<file path="src/rtl/mips_pkg.sv">
// Shared MIPS datapath definitions: ALU-control codes and the mul/div FSM state type.
package mips_pkg;

  localparam logic [2:0] ALU_AND  = 3'b000;
  localparam logic [2:0] ALU_OR   = 3'b001;
  localparam logic [2:0] ALU_ADD  = 3'b010;
  localparam logic [2:0] ALU_MULT = 3'b011;
  localparam logic [2:0] ALU_DIV  = 3'b100;
  localparam logic [2:0] ALU_SUB  = 3'b110;
  localparam logic [2:0] ALU_SLT  = 3'b111;

  typedef enum logic [1:0] {
    MD_IDLE,
    MD_CALC,
    MD_FIX,
    MD_DONE
  } md_state_t;

  function automatic logic is_muldiv_op(input logic [2:0] code);
    return (code == ALU_MULT) || (code == ALU_DIV);
  endfunction

endpackage

</file>
<file path="src/rtl/muldiv_signfix.sv">
// Turns the unsigned magnitude result held in the accumulator into the signed HI/LO pair.
module muldiv_signfix
  import mips_pkg::*;
#(
  parameter int WIDTH = 32
) (
  input  logic [2*WIDTH-1:0] acc_i,     // MULT: product; DIV: {remainder, quotient}
  input  logic               is_div_i,
  input  logic               div_zero_i,
  input  logic               neg_res_i,  // sign(a) ^ sign(b)
  input  logic               neg_rem_i,  // sign(a), remainder follows the dividend
  output logic [WIDTH-1:0]   hi_o,
  output logic [WIDTH-1:0]   lo_o
);

  logic [2*WIDTH-1:0] prod;
  logic [WIDTH-1:0]   quo;
  logic [WIDTH-1:0]   rem;

  always_comb begin
    prod = neg_res_i ? -acc_i : acc_i;
    // Divide-by-zero quotient is the all-ones marker and must not be sign-corrected.
    quo  = (neg_res_i && !div_zero_i) ? -acc_i[WIDTH-1:0] : acc_i[WIDTH-1:0];
    rem  = neg_rem_i ? -acc_i[2*WIDTH-1:WIDTH] : acc_i[2*WIDTH-1:WIDTH];
    if (is_div_i) begin
      hi_o = rem;
      lo_o = quo;
    end else begin
      hi_o = prod[2*WIDTH-1:WIDTH];
      lo_o = prod[WIDTH-1:0];
    end
  end

endmodule

</file>
<file path="src/rtl/muldiv_unit.sv">
// Iterative signed multiply (shift-add) / divide (restoring) unit feeding HI/LO.
// One iteration per CALC cycle; a FIX cycle applies signs before the DONE pulse.
module muldiv_unit
  import mips_pkg::*;
#(
  parameter int WIDTH = 32
) (
  input  logic             clk,
  input  logic             reset,
  input  logic             start,
  input  logic [2:0]       alucontrol,
  input  logic [WIDTH-1:0] srca,
  input  logic [WIDTH-1:0] srcb,
  input  logic             cancel,
  output logic             busy,
  output logic             done,
  output logic [WIDTH-1:0] hi,
  output logic [WIDTH-1:0] lo
);

  localparam int CW = (WIDTH > 1) ? $clog2(WIDTH) : 1;

  md_state_t          state_q, state_d;
  logic [CW-1:0]      cnt_q, cnt_d;
  logic [2*WIDTH-1:0] acc_q, acc_d;
  logic [WIDTH-1:0]   opnd_q, opnd_d;
  logic               is_div_q, is_div_d;
  logic               div_zero_q, div_zero_d;
  logic               neg_res_q, neg_res_d;
  logic               neg_rem_q, neg_rem_d;
  logic [WIDTH-1:0]   hi_q, hi_d;
  logic [WIDTH-1:0]   lo_q, lo_d;

  logic               launch;
  logic [WIDTH-1:0]   a_mag, b_mag;
  logic [WIDTH:0]     mul_sum;
  logic [WIDTH:0]     div_trial;
  logic [2*WIDTH-1:0] acc_step;
  logic [WIDTH-1:0]   fix_hi, fix_lo;

  assign launch = start && is_muldiv_op(alucontrol) && !cancel &&
                  (state_q == MD_IDLE || state_q == MD_DONE);
  assign a_mag  = srca[WIDTH-1] ? -srca : srca;
  assign b_mag  = srcb[WIDTH-1] ? -srcb : srcb;

  // MULT: acc = {partial product, remaining multiplier bits}.
  // DIV:  acc = {partial remainder, dividend bits shifting into quotient}.
  always_comb begin
    mul_sum   = {1'b0, acc_q[2*WIDTH-1:WIDTH]} + (acc_q[0] ? {1'b0, opnd_q} : '0);
    div_trial = acc_q[2*WIDTH-1:WIDTH-1] - {1'b0, opnd_q};
    if (!is_div_q)
      acc_step = {mul_sum, acc_q[WIDTH-1:1]};
    else if (!div_trial[WIDTH])
      acc_step = {div_trial[WIDTH-1:0], acc_q[WIDTH-2:0], 1'b1};
    else
      acc_step = {acc_q[2*WIDTH-2:0], 1'b0};
  end

  muldiv_signfix #(.WIDTH(WIDTH)) u_signfix (
    .acc_i      (acc_q),
    .is_div_i   (is_div_q),
    .div_zero_i (div_zero_q),
    .neg_res_i  (neg_res_q),
    .neg_rem_i  (neg_rem_q),
    .hi_o       (fix_hi),
    .lo_o       (fix_lo)
  );

  always_comb begin
    state_d    = state_q;
    cnt_d      = cnt_q;
    acc_d      = acc_q;
    opnd_d     = opnd_q;
    is_div_d   = is_div_q;
    div_zero_d = div_zero_q;
    neg_res_d  = neg_res_q;
    neg_rem_d  = neg_rem_q;
    hi_d       = hi_q;
    lo_d       = lo_q;
    case (state_q)
      MD_IDLE, MD_DONE: begin
        state_d = MD_IDLE;
        if (launch) begin
          is_div_d   = (alucontrol == ALU_DIV);
          div_zero_d = (alucontrol == ALU_DIV) && (srcb == '0);
          neg_res_d  = srca[WIDTH-1] ^ srcb[WIDTH-1];
          neg_rem_d  = srca[WIDTH-1];
          cnt_d      = CW'(WIDTH - 1);
          if (alucontrol == ALU_DIV) begin
            opnd_d = b_mag;
            if (srcb == '0) begin
              // Skip iteration: remainder = |a| (re-signed in FIX), quotient = all ones.
              acc_d   = {a_mag, {WIDTH{1'b1}}};
              state_d = MD_FIX;
            end else begin
              acc_d   = {{WIDTH{1'b0}}, a_mag};
              state_d = MD_CALC;
            end
          end else begin
            opnd_d  = a_mag;
            acc_d   = {{WIDTH{1'b0}}, b_mag};
            state_d = MD_CALC;
          end
        end
      end
      MD_CALC: begin
        if (cancel) begin
          state_d = MD_IDLE;
        end else begin
          acc_d = acc_step;
          cnt_d = cnt_q - CW'(1);
          if (cnt_q == '0) state_d = MD_FIX;
        end
      end
      MD_FIX: begin
        if (cancel) begin
          state_d = MD_IDLE;
        end else begin
          hi_d    = fix_hi;
          lo_d    = fix_lo;
          state_d = MD_DONE;
        end
      end
      default: state_d = MD_IDLE;
    endcase
  end

  always_ff @(posedge clk) begin
    if (reset) begin
      state_q    <= MD_IDLE;
      cnt_q      <= '0;
      acc_q      <= '0;
      opnd_q     <= '0;
      is_div_q   <= 1'b0;
      div_zero_q <= 1'b0;
      neg_res_q  <= 1'b0;
      neg_rem_q  <= 1'b0;
      hi_q       <= '0;
      lo_q       <= '0;
    end else begin
      state_q    <= state_d;
      cnt_q      <= cnt_d;
      acc_q      <= acc_d;
      opnd_q     <= opnd_d;
      is_div_q   <= is_div_d;
      div_zero_q <= div_zero_d;
      neg_res_q  <= neg_res_d;
      neg_rem_q  <= neg_rem_d;
      hi_q       <= hi_d;
      lo_q       <= lo_d;
    end
  end

  assign busy = (state_q == MD_CALC) || (state_q == MD_FIX);
  assign done = (state_q == MD_DONE);
  assign hi   = hi_q;
  assign lo   = lo_q;

endmodule
</file>
<file path="config.mk">
export PLATFORM = sky130hd
export DESIGN_NAME = muldiv_unit
export DESIGN_NICKNAME = d
export VERILOG_FILES = /design/src/rtl/mips_pkg.sv /design/src/rtl/muldiv_signfix.sv /design/src/rtl/muldiv_unit.sv
export SDC_FILE = /design/constraint.sdc
export NUM_CORES = 1
export LEC_CHECK = 0
export ABC_AREA = 1
export CAP_MARGIN = 25
export CORE_MARGIN = 4
export CORE_UTILIZATION = 30
export DETAILED_ROUTE_END_ITERATION = 10
export PLACE_DENSITY_LB_ADDON = 0.08
export SLEW_MARGIN = 15
export SYNTH_ARGS = -nofsm -noshare
export SYNTH_HDL_FRONTEND = slang
export SYNTH_SLANG_ARGS = --single-unit
</file>
<file path="constraint.sdc">
create_clock -name clk -period 2.8 [get_ports clk]
set_clock_uncertainty 0.1 [all_clocks]
set_input_delay 0.56 -clock clk [delete_from_list [all_inputs] [get_ports clk]]
set_output_delay 0.56 -clock clk [all_outputs]
set_load 0.03 [all_outputs]
</file>
# Word-level counts from Yosys, hierarchy flattened
# Cells that the tools add are included.
[word_totals] ff_bits=171 in_bits=71 output_inout_bits=66 elab_cells=72
[op_classes] add_sub_neg=8 eq_ne=8 n_mux=26 n_bitwise=2 n_reduce_logical=18
[ops] op="2-to-1 mux 64 bit" n=7
[ops] op="2-to-1 mux 32 bit" n=8
[ops] op="negator 32 bit" n=4
[ops] op="case mux 64 bit (2 select lines)" n=1
[ops] op="negator 64 bit" n=1
[ops] op="adder 32 x 32 -> 33 bit" n=1
[ops] op="subtractor 33 x 32 -> 33 bit" n=1
[ops] op="logical NOT 32 bit" n=1
[ops] op="2-to-1 mux 2 bit" n=6
[ops] op="2-to-1 mux 5 bit" n=2
[ops] op="case mux 5 bit (2 select lines)" n=1
[ops] op="case mux 2 bit (3 select lines)" n=1
[ops] op="logical AND 1 bit" n=5
[ops] op="logical NOT 5 bit" n=1
[ops] op="subtractor 5 x 1 -> 5 bit, second input constant" n=1
[ops] op="== test 2 bit, second input constant" n=2
[ops] op="!= test 2 bit, second input constant" n=2
[ops] op="AND reduction 2 bit" n=2
[ops] op="== test 3 x 2 -> 1 bit, second input constant" n=1
[ops] op="== test 3 bit, second input constant" n=1
[ops] op="logical OR 1 bit" n=3
[ops] op="!= test 3 bit, second input constant" n=1
[ops] op="AND reduction 3 bit" n=1
[ops] op="== test 2 x 1 -> 1 bit, second input constant" n=1
[ops] op="6 further kinds" n=7

# Depth between registers and ports, before layout
# Gate-level depths: netlist of run 1.
[depth] depth_word=7 mapped_depth=21 depth_no_buf=19

# Modules after synthesis
# A second synthesis of run 1 with hierarchy kept.
[unflattened] cells_unflattened=3187 hier_area_um2=17757.0
[modules_own_cells] mod="muldiv_unit" n_inst=1 cells_per_inst=2623 area_per_inst_um2=15073.2
[modules_own_cells] mod="muldiv_signfix" n_inst=1 cells_per_inst=564 area_per_inst_um2=2683.8

# Worst setup path after synthesis of run 1
# OpenSTA, ideal clock, no wires.
[synth_path] path_type="reg-to-reg" start="register acc_q[31]" end="register acc_q[54]" setup_time_ns=0.122 arrival_ns=2.357 required_ns=2.578 path_slack_ns=0.222 stages_incl_launch_ff=22 n_path_buf=2 path_cell_list="dfxtp_1 inv_1 ha_1 fa_1 inv_1 nand3_1 nand2_4 nand2_2 nand2_4 nand2_4 nand2_4 nand2_4 nand2_4 nand2_4 nand2_4 buf_8 buf_12 nand2_1 nand3_1 nand2_1 nand2_1 a21oi_2"
[synth_between] elab_chain_len=5
[synth_lines] item="start: declaration" line="muldiv_unit.sv:25" text="logic [2*WIDTH-1:0] acc_q, acc_d;"
[synth_lines] item="start signal: assignment" line="muldiv_unit.sv:132" text="acc_q <= '0;"
[synth_lines] item="start signal: assignment" line="muldiv_unit.sv:143" text="acc_q <= acc_d;"
[synth_lines] item="subtractor 33 x 32 -> 33 bit" line="muldiv_unit.sv:50" text="div_trial = acc_q[2*WIDTH-1:WIDTH-1] - {1'b0, opnd_q};"
[synth_lines] item="2-to-1 mux 64 bit" line="muldiv_unit.sv:53" text="else if (!div_trial[WIDTH])"
[synth_lines] item="2-to-1 mux 64 bit" line="muldiv_unit.sv:51" text="if (!is_div_q)"
[synth_lines] item="2-to-1 mux 64 bit" line="muldiv_unit.sv:107" text="if (cancel) begin"
[synth_lines] item="case mux 64 bit (2 select lines)" line="muldiv_unit.sv:80" text="case (state_q)"
# No other way between the ends. The select of a mux whose other input is x is not followed.
# A chain may end at the register's enable or synchronous reset.

# Final worst setup path of run 1
[layout_path] start="register state_q[0]" end="output port busy"
[layout_between] elab_chain_len=2
[layout_lines] item="start: declaration" line="muldiv_unit.sv:23" text="md_state_t state_q, state_d;"
[layout_lines] item="start signal: assignment" line="muldiv_unit.sv:141" text="state_q <= state_d;"
[layout_lines] item="== test 2 x 1 -> 1 bit / == test 2 bit (equally long branches)" line="muldiv_unit.sv:154" text="assign busy = (state_q == MD_CALC) || (state_q == MD_FIX);"
[layout_lines] item="logical OR 1 bit (*)" line="muldiv_unit.sv:154"
[layout_lines] item="end: declaration" line="muldiv_unit.sv:15" text="output logic busy,"
# Mark *: on every way between the ends. The rest lies on a longest branch, timed or not.

==> impl_results.rst, run 1 <==
.. list-table::
   :header-rows: 1

   * - Metric
     - Value
   * - Crit path max-delay family
     - buffers and inverters
   * - Combined buffer and inverter count along the critical path
     - 3
   * - CTS tree
     - yes
   * - Synthesized area
     - 18900 µm²
   * - Biggest cell delay along the critical path
     - 0.69 ns
   * - Clock group share of total power
     - 26.0%
   * - Floorplan core area
     - 62100 µm²
   * - Synthesized instance count
     - 3400
   * - Cell area after layout
     - 25900 µm²
   * - CTS H-Tree Depth
     - 4
   * - Total grt overflow
     - 0
   * - Pwr dens
     - 377 nW/µm²
   * - Clk Latency, worst-skew pair
     - 0.51 ns
   * - Overall Power
     - 0.00975 W
   * - Largest fanout of any net on the critical path
     - 3
   * - Clock tree buffer depth
     - 2
   * - Layout fillers
     - 6859
   * - Global placer's final weighted congestion
     - 0.995
   * - Starting utilization of the core area
     - 30.5%
   * - Area after DPL
     - 24500 µm²
   * - Switching power summed over all nets
     - 0.00432 W
   * - Number of optimization iterations in the first detailed-route pass
     - 8
   * - Tightest Hold Check Type
     - reg -> reg
   * - Topmost layer with routed signal wires
     - met4
   * - Final non-filler cell total
     - 4748
   * - Post-DP HPWL
     - 84.9 mm
   * - Yosys warnings
     - 0
   * - Vias per cell
     - 5.12
   * - Share of final-layout standard cells stronger than drive strength 1
     - 19.1%
   * - Count of input and output buffers
     - 136
   * - VDD IR-drop max
     - 0.542 mV
   * - Total count of max-transition violations in the final report
     - 0
   * - Cell type with the largest total area after synthesis
     - nand2_1
   * - DRC violations left
     - 0
   * - Syn_area_per_cell
     - 5.56 µm²
   * - Synthesized netlist net count
     - 3546
   * - Portion of total power attributed to sequential cells
     - 26.4%
   * - Critical setup path kind
     - reg -> out
   * - Internal Pwr Total
     - 0.00543 W
   * - CTS clock-pin slew for the worst setup and hold paths
     - 0.08 ns
   * - Top cell type's share of synthesized area
     - 18.5%
   * - Element type at the critical path start
     - flop
   * - DR WL met2
     - 45.9 mm
   * - Post-synth EDFFs
     - 0
   * - Post-placement cell count
     - 4705
   * - Wire length of the first global-routing pass
     - 150 mm
   * - Required time reported for the critical path endpoint
     - 2.14 ns
   * - Cell leakage power
     - 12.9 nW
   * - Sequential cell area fraction in the yosys report
     - 18.1%
   * - Chip Width
     - 259 µm
   * - Final net count
     - 4043
   * - Commonest register cell after synthesis
     - dfxtp_1
   * - Number of antenna violations at the first check in global routing
     - 2
   * - Final ANT Viol Nets
     - 0
   * - Highest clock rate
     - 0.364 GHz
   * - Crit end category
     - output pin
   * - CP most frequent cell
     - inv_1
   * - Largest net degree at the start of global routing
     - 68
   * - Die Area
     - 67100 µm²
   * - Critical path arrival
     - 2.08 ns
   * - Site Rows
     - 91
   * - Finished Core Util
     - 41.7%
   * - Area grow syn2layout
     - 36.8%
   * - Tot GR Track Use
     - 29.6%
   * - Clock root buffer
     - clkbuf_16
   * - Final Hold Vio Count
     - 0
   * - Distinct cells, synth
     - 54
   * - # IOs
     - 137
   * - Number of synthesized register bits
     - 171
   * - Number of sinks on the clock net
     - 171
   * - Number of DRC markers in iteration 0
     - 2174
   * - Number of CTS-inserted buffers
     - 17
   * - Logic pwr share
     - 47.6%
   * - Actual transition at the worst max-transition pin
     - 0.756 ns
   * - Routed wire length
     - 103 mm
   * - Fin crit period
     - 2.74 ns
   * - Met3 wire length
     - 6.55 mm
   * - Ys async rst share
     - 0%
   * - DIE HEIGHT
     - 259 µm
   * - Fin crit share
     - 98.0%
   * - Setup repair after global routing missed its margin
     - true
   * - Wire length on met1
     - 46.8 mm
   * - Max capacitance violation total
     - 0
   * - Count of hold buffers inserted by post-cts repair
     - 0
   * - Count of endpoints failing setup in the final report
     - 0
   * - Final routed wire length divided by cell count
     - 21.6 µm
   * - Cell Chain, Critical Path
     - inv_1 -> ha_1 -> inv_1 -> clkdlybuf4s50_1
   * - Number of global-route vias before repair
     - 23219
   * - Status
     - finished, final reports clean
   * - Headroom to the max-slew limit
     - 49.2%
   * - Synth top area cells
     - nand2_1 19%, dfxtp_1 18%, inv_1 10%, nand3_1 7.9%, nor2_1 6.9%
   * - Switching share of total power
     - 44.3%
   * - Highest-delay cell along the critical path
     - clkdlybuf4s50_1
   * - Via Count
     - 24331
[flip-flops by register name (all words and copies together) (netlist names)]
signal      count
acc_q          64
cnt_q           5
div_zero_q      1
hi             32
is_div_q        1
lo             32
neg_rem_q       1
neg_res_q       1
opnd_q         32
state_q         2
[Yosys cell counts (2+ instances only)]
cell and count:
a21oi_4 2, nand3b_1 9, inv_2 20, o21ai_2 3, a21oi_2 5, nand3_1 300
and2_1 3, buf_6 2, o221ai_1 8, nor3_1 37, nor3_4 2, nand3_2 11
buf_1 16, or2_2 11, xnor2_1 10, nor4_1 8, o21bai_1 3, clkbuf_1 90
dfxtp_1 171, o31ai_1 2, and3_1 2, xor2_1 97, nand2_4 9, o21ai_0 199
fa_1 2, nand4_1 36, o21ai_1 6, a21oi_1 261, o21a_1 7, nand2_1 934
o211ai_1 69, buf_2 24, nor2_4 5, a31oi_1 17, nor2_2 9, a221oi_1 2
nand2_2 17, ha_1 73, inv_1 513, o22ai_1 42, nor2_1 349, a21o_1 2
[layout by cell type (no fill, tap or decap), drive strengths merged, types with 37 or more instances in the layout]
master         instances
a21oi                268
buf                  477
clkdlybuf4s50        135
dfxtp                171
ha                    73
inv                  539
nand2                960
nand3                312
nand4                 37
nor2                 363
nor3                  39
o211ai                69
o21ai                208
o22ai                 42
xor2                  97
[final cells by class]
type / count / area [µm²] / share of cell area, %
antenna: 1 / 2.50 / 0.00967
clock inverter: 15 / 173 / 0.667
tap: 837 / 1050 / 4.05
multi-input combinational: 2560 / 13500 / 52.2
clock buffer: 17 / 425 / 1.64
sequential: 171 / 3470 / 13.4
timing repair buffer: 613 / 5250 / 20.3
inverter: 534 / 2010 / 7.76
[metal layers]
layer  vias up  track usage, %
met4         0            8.80
met3       116            3.96
met2       863            48.1
met5         -               0
li1      11950               -
met1     11402            41.1
[through the flow]
step	setup TNS, ns	hold slack (ns)	setup slack [ns]
2_1_floorplan	0	0.354	0.222
3_3_place_gp	-11.88	0.373	-0.484
3_5_place_dp	-13.06	0.373	-0.501
4_1_cts	0	0.386	0.00261
5_1_grt	-0.297	0.410	-0.0660
6_report	0	0.387	0.0560
[path summary, 6_finish.rpt]
check | startpoint | endpoint | slack (ns) | cells past startpoint
hold reg to reg | cnt_q[4] | cnt_q[4] | 0.39 | 2
hold / removal | cnt_q[4] | cnt_q[4] | 0.39 | 2
setup / recovery | state_q[0] | busy | 0.06 | 4
setup reg to reg | acc_q[0] | acc_q[63] | 0.06 | 18
[timing repair]
item | CTS | global route
resized for setup | 15 | 165
endpoints found under the hold margin | 0 | 0
setup endpoints to repair | 24 | 44
buffers inserted | 1 | 8
cloned | 0 | 1
pin swaps | 1 | 29
[worst min-delay path, cell delays in order, from the launching register on]
cell	delay [ns]
dfxtp_1	0.32
o21ai_0	0.06
a21oi_1	0.06
[cells by family after synthesis]
kind of cell             synth area share, %
XOR/XNOR                                4.95
adder cells (fa/ha/maj)                 5.04
AO/OA/AOI/OAI                           18.8
buffers and inverters                   13.7
AND/OR/NAND/NOR                         39.4
flip-flops                              18.1
multiplexers                          0.0529
[power by group through the flow]
stage / logic (W) / registers (W) / clock network [W]
2_1_floorplan: 0.00248 / 0.00259 / 0
3_3_place_gp: 0.00440 / 0.00263 / 0
3_5_place_dp: 0.00440 / 0.00263 / 0
4_1_cts: 0.00443 / 0.00257 / 0.00260
5_1_grt: 0.00504 / 0.00258 / 0.00268
6_report: 0.00464 / 0.00258 / 0.00254
Power figures use the tool's default switching activity.
==> run 2: changes to the inputs <==
- clock period: 2.8 -> 2.9 ns (I/O delays scaled with it)
==> run 2 against run 1 <==
Effect of this change:
- flip-flop and latch count did not move
- combinational power decreased by 7.8%
- hold slack improved by 0.010 ns
- global-route usage decreased by 0.62 points
- routed wire length shrank 2.3%
- critical endpoint unchanged
==> impl_results.rst, run 2 (synthesized netlist as in run 1, its figures left out) <==
.. list-table::
   :header-rows: 1

   * - Metric
     - Value
   * - Pwr dens
     - 372 nW/µm²
   * - Vias per cell
     - 5.14
   * - Final routed wire length divided by cell count
     - 21.6 µm
   * - CTS clock-pin slew for the worst setup and hold paths
     - 0.09 ns
   * - DIE HEIGHT
     - 259 µm
   * - Critical register-to-register path startpoint
     - acc_q[0]
   * - Logic pwr share
     - 46.5%
   * - Post-DP HPWL
     - 82.6 mm
   * - Clock root buffer
     - clkbuf_16
   * - Number of antenna violations at the first check in global routing
     - 0
   * - Actual transition at the worst max-transition pin
     - 0.864 ns
   * - Hold path start
     - cnt_q[4]
   * - Element type at the critical path start
     - flop
   * - Total count of max-transition violations in the final report
     - 0
   * - DR WL met2
     - 44.6 mm
   * - Cell leakage power
     - 12.3 nW
   * - Global placer's final weighted congestion
     - 1.00
   * - DRC violations left
     - 0
   * - Leading cell types in the layout, fill and taps excluded
     - 913 x nand2_1, 511 x inv_1, 349 x buf_4
   * - Most frequent standard cell in the layout excluding fill and tap cells
     - nand2_1
   * - Critical setup path kind
     - reg -> out
   * - Count of hold buffers inserted by post-cts repair
     - 0
   * - Flip-flop count of the largest register after layout
     - 64
   * - Number of CTS-inserted buffers
     - 17
   * - Number of sinks on the clock net
     - 171
   * - Critical path arrival
     - 2.16 ns
   * - VDD IR-drop max
     - 0.479 mV
   * - Clock group share of total power
     - 26.6%
   * - Topmost layer with routed signal wires
     - met4
   * - Die Area
     - 67100 µm²
   * - Clk Latency, worst-skew pair
     - 0.51 ns
   * - Max capacitance violation total
     - 0
   * - Site Rows
     - 91
   * - Status
     - finished, final reports clean
   * - Layout fillers
     - 6974
   * - Finished Core Util
     - 39.9%
   * - Total grt overflow
     - 0
   * - CTS H-Tree Depth
     - 4
   * - Portion of total power attributed to sequential cells
     - 26.9%
   * - CTS tree
     - yes
   * - Worst Hold Margin
     - 0.397 ns
   * - Met3 wire length
     - 6.04 mm
   * - Count of endpoints failing setup in the final report
     - 0
   * - Switching share of total power
     - 44.2%
   * - Wire length of the first global-routing pass
     - 147 mm
   * - Final setup TNS
     - 0 ns
   * - Largest net degree at the start of global routing
     - 82
   * - Starting utilization of the core area
     - 30.5%
   * - Fin crit share
     - 97.9%
   * - Via Count
     - 23881
   * - Switching power summed over all nets
     - 0.00407 W
   * - Fin crit period
     - 2.84 ns
   * - Clock tree buffer depth
     - 2
   * - Number of DRC markers in iteration 0
     - 2200
   * - CP Launch Point
     - state_q[0]
   * - Final net count
     - 3939
   * - Register with the most flip-flops
     - acc_q
   * - Setup repair after global routing missed its margin
     - true
   * - Area grow syn2layout
     - 30.8%
   * - Final ANT Viol Nets
     - 0
   * - Number of global-route vias before repair
     - 22584
   * - # IOs
     - 137
   * - Overall Power
     - 0.00921 W
   * - Count of input and output buffers
     - 136
   * - Tot GR Track Use
     - 29.0%
   * - Routed wire length
     - 100 mm
   * - Floorplan core area
     - 62100 µm²
   * - Antenna diodes
     - 0
   * - Chip Width
     - 259 µm
   * - Final Hold Vio Count
     - 0
   * - Highest clock rate
     - 0.352 GHz
   * - Wire length on met1
     - 46.8 mm
   * - Internal Pwr Total
     - 0.00514 W
   * - Required time reported for the critical path endpoint
     - 2.22 ns
   * - Largest fanout of any net on the critical path
     - 3
   * - Number of optimization iterations in the first detailed-route pass
     - 7
   * - Share of final-layout standard cells stronger than drive strength 1
     - 15.6%
   * - Tightest Hold Check Type
     - reg -> reg
   * - Crit end category
     - output pin
   * - Headroom to the max-slew limit
     - 42.2%
[run 2: final cells by class]
cell class,count,area (µm²),share of cell area [%]
multi-input combinational,2560,13200,53.5
timing repair buffer,509,4430,17.9
sequential,171,3440,13.9
inverter,534,2010,8.11
tap,837,1050,4.23
clock buffer,18,429,1.73
clock inverter,14,156,0.632
[run 2: metal layers]
metal / track usage (%) / up-vias
met3: 3.51 / 100
li1: - / 11747
met4: 8.08 / 0
met1: 41.5 / 11259
met2: 46.1 / 775
met5: 0 / -
[run 2: worst max-delay path: stages, from the launching register on]
cell and delay [ns]:
dfxtp_1 0.39, inv_1 0.08, ha_1 0.33, inv_1 0.15, clkdlybuf4s50_1 0.69
[run 2: power groups by stage]
stage | Clock [W] | Sequential [W] | Combinational (W)
floorplan | 0 | 0.00251 | 0.00239
global placement | 0 | 0.00253 | 0.00417
detailed placement | 0 | 0.00253 | 0.00416
CTS | 0.00251 | 0.00247 | 0.00419
global route | 0.00260 | 0.00248 | 0.00466
finish | 0.00245 | 0.00248 | 0.00428
[run 2: through the flow]
step | setup slack [ns] | std cells | cell area (µm²)
finish | 0.0615 | 4643 | 24700
global route | -0.0163 | 4643 | 24700
floorplan | 0.322 | 3400 | 18900
detailed placement | -0.366 | 4607 | 23800
global placement | -0.329 | 4606 | 23800
CTS | 0.0114 | 4640 | 24400
[run 2: path summary, 6_finish.rpt]
| check | end | slack (ns) | cells past startpoint |
|---|---|---|---|
| min reg2reg | cnt_q[4] | 0.40 | 2 |
| max | busy | 0.06 | 4 |
| max reg2reg | acc_q[47] | 0.09 | 18 |
| min | cnt_q[4] | 0.40 | 2 |
[run 2: timing repair]
action                     in CTS  in global routing
setup endpoints to repair      16                 34
hold endpoints to repair        0                  0
resized for setup              17                 92
setup buffers                   1                  3
pin swaps                       1                 13
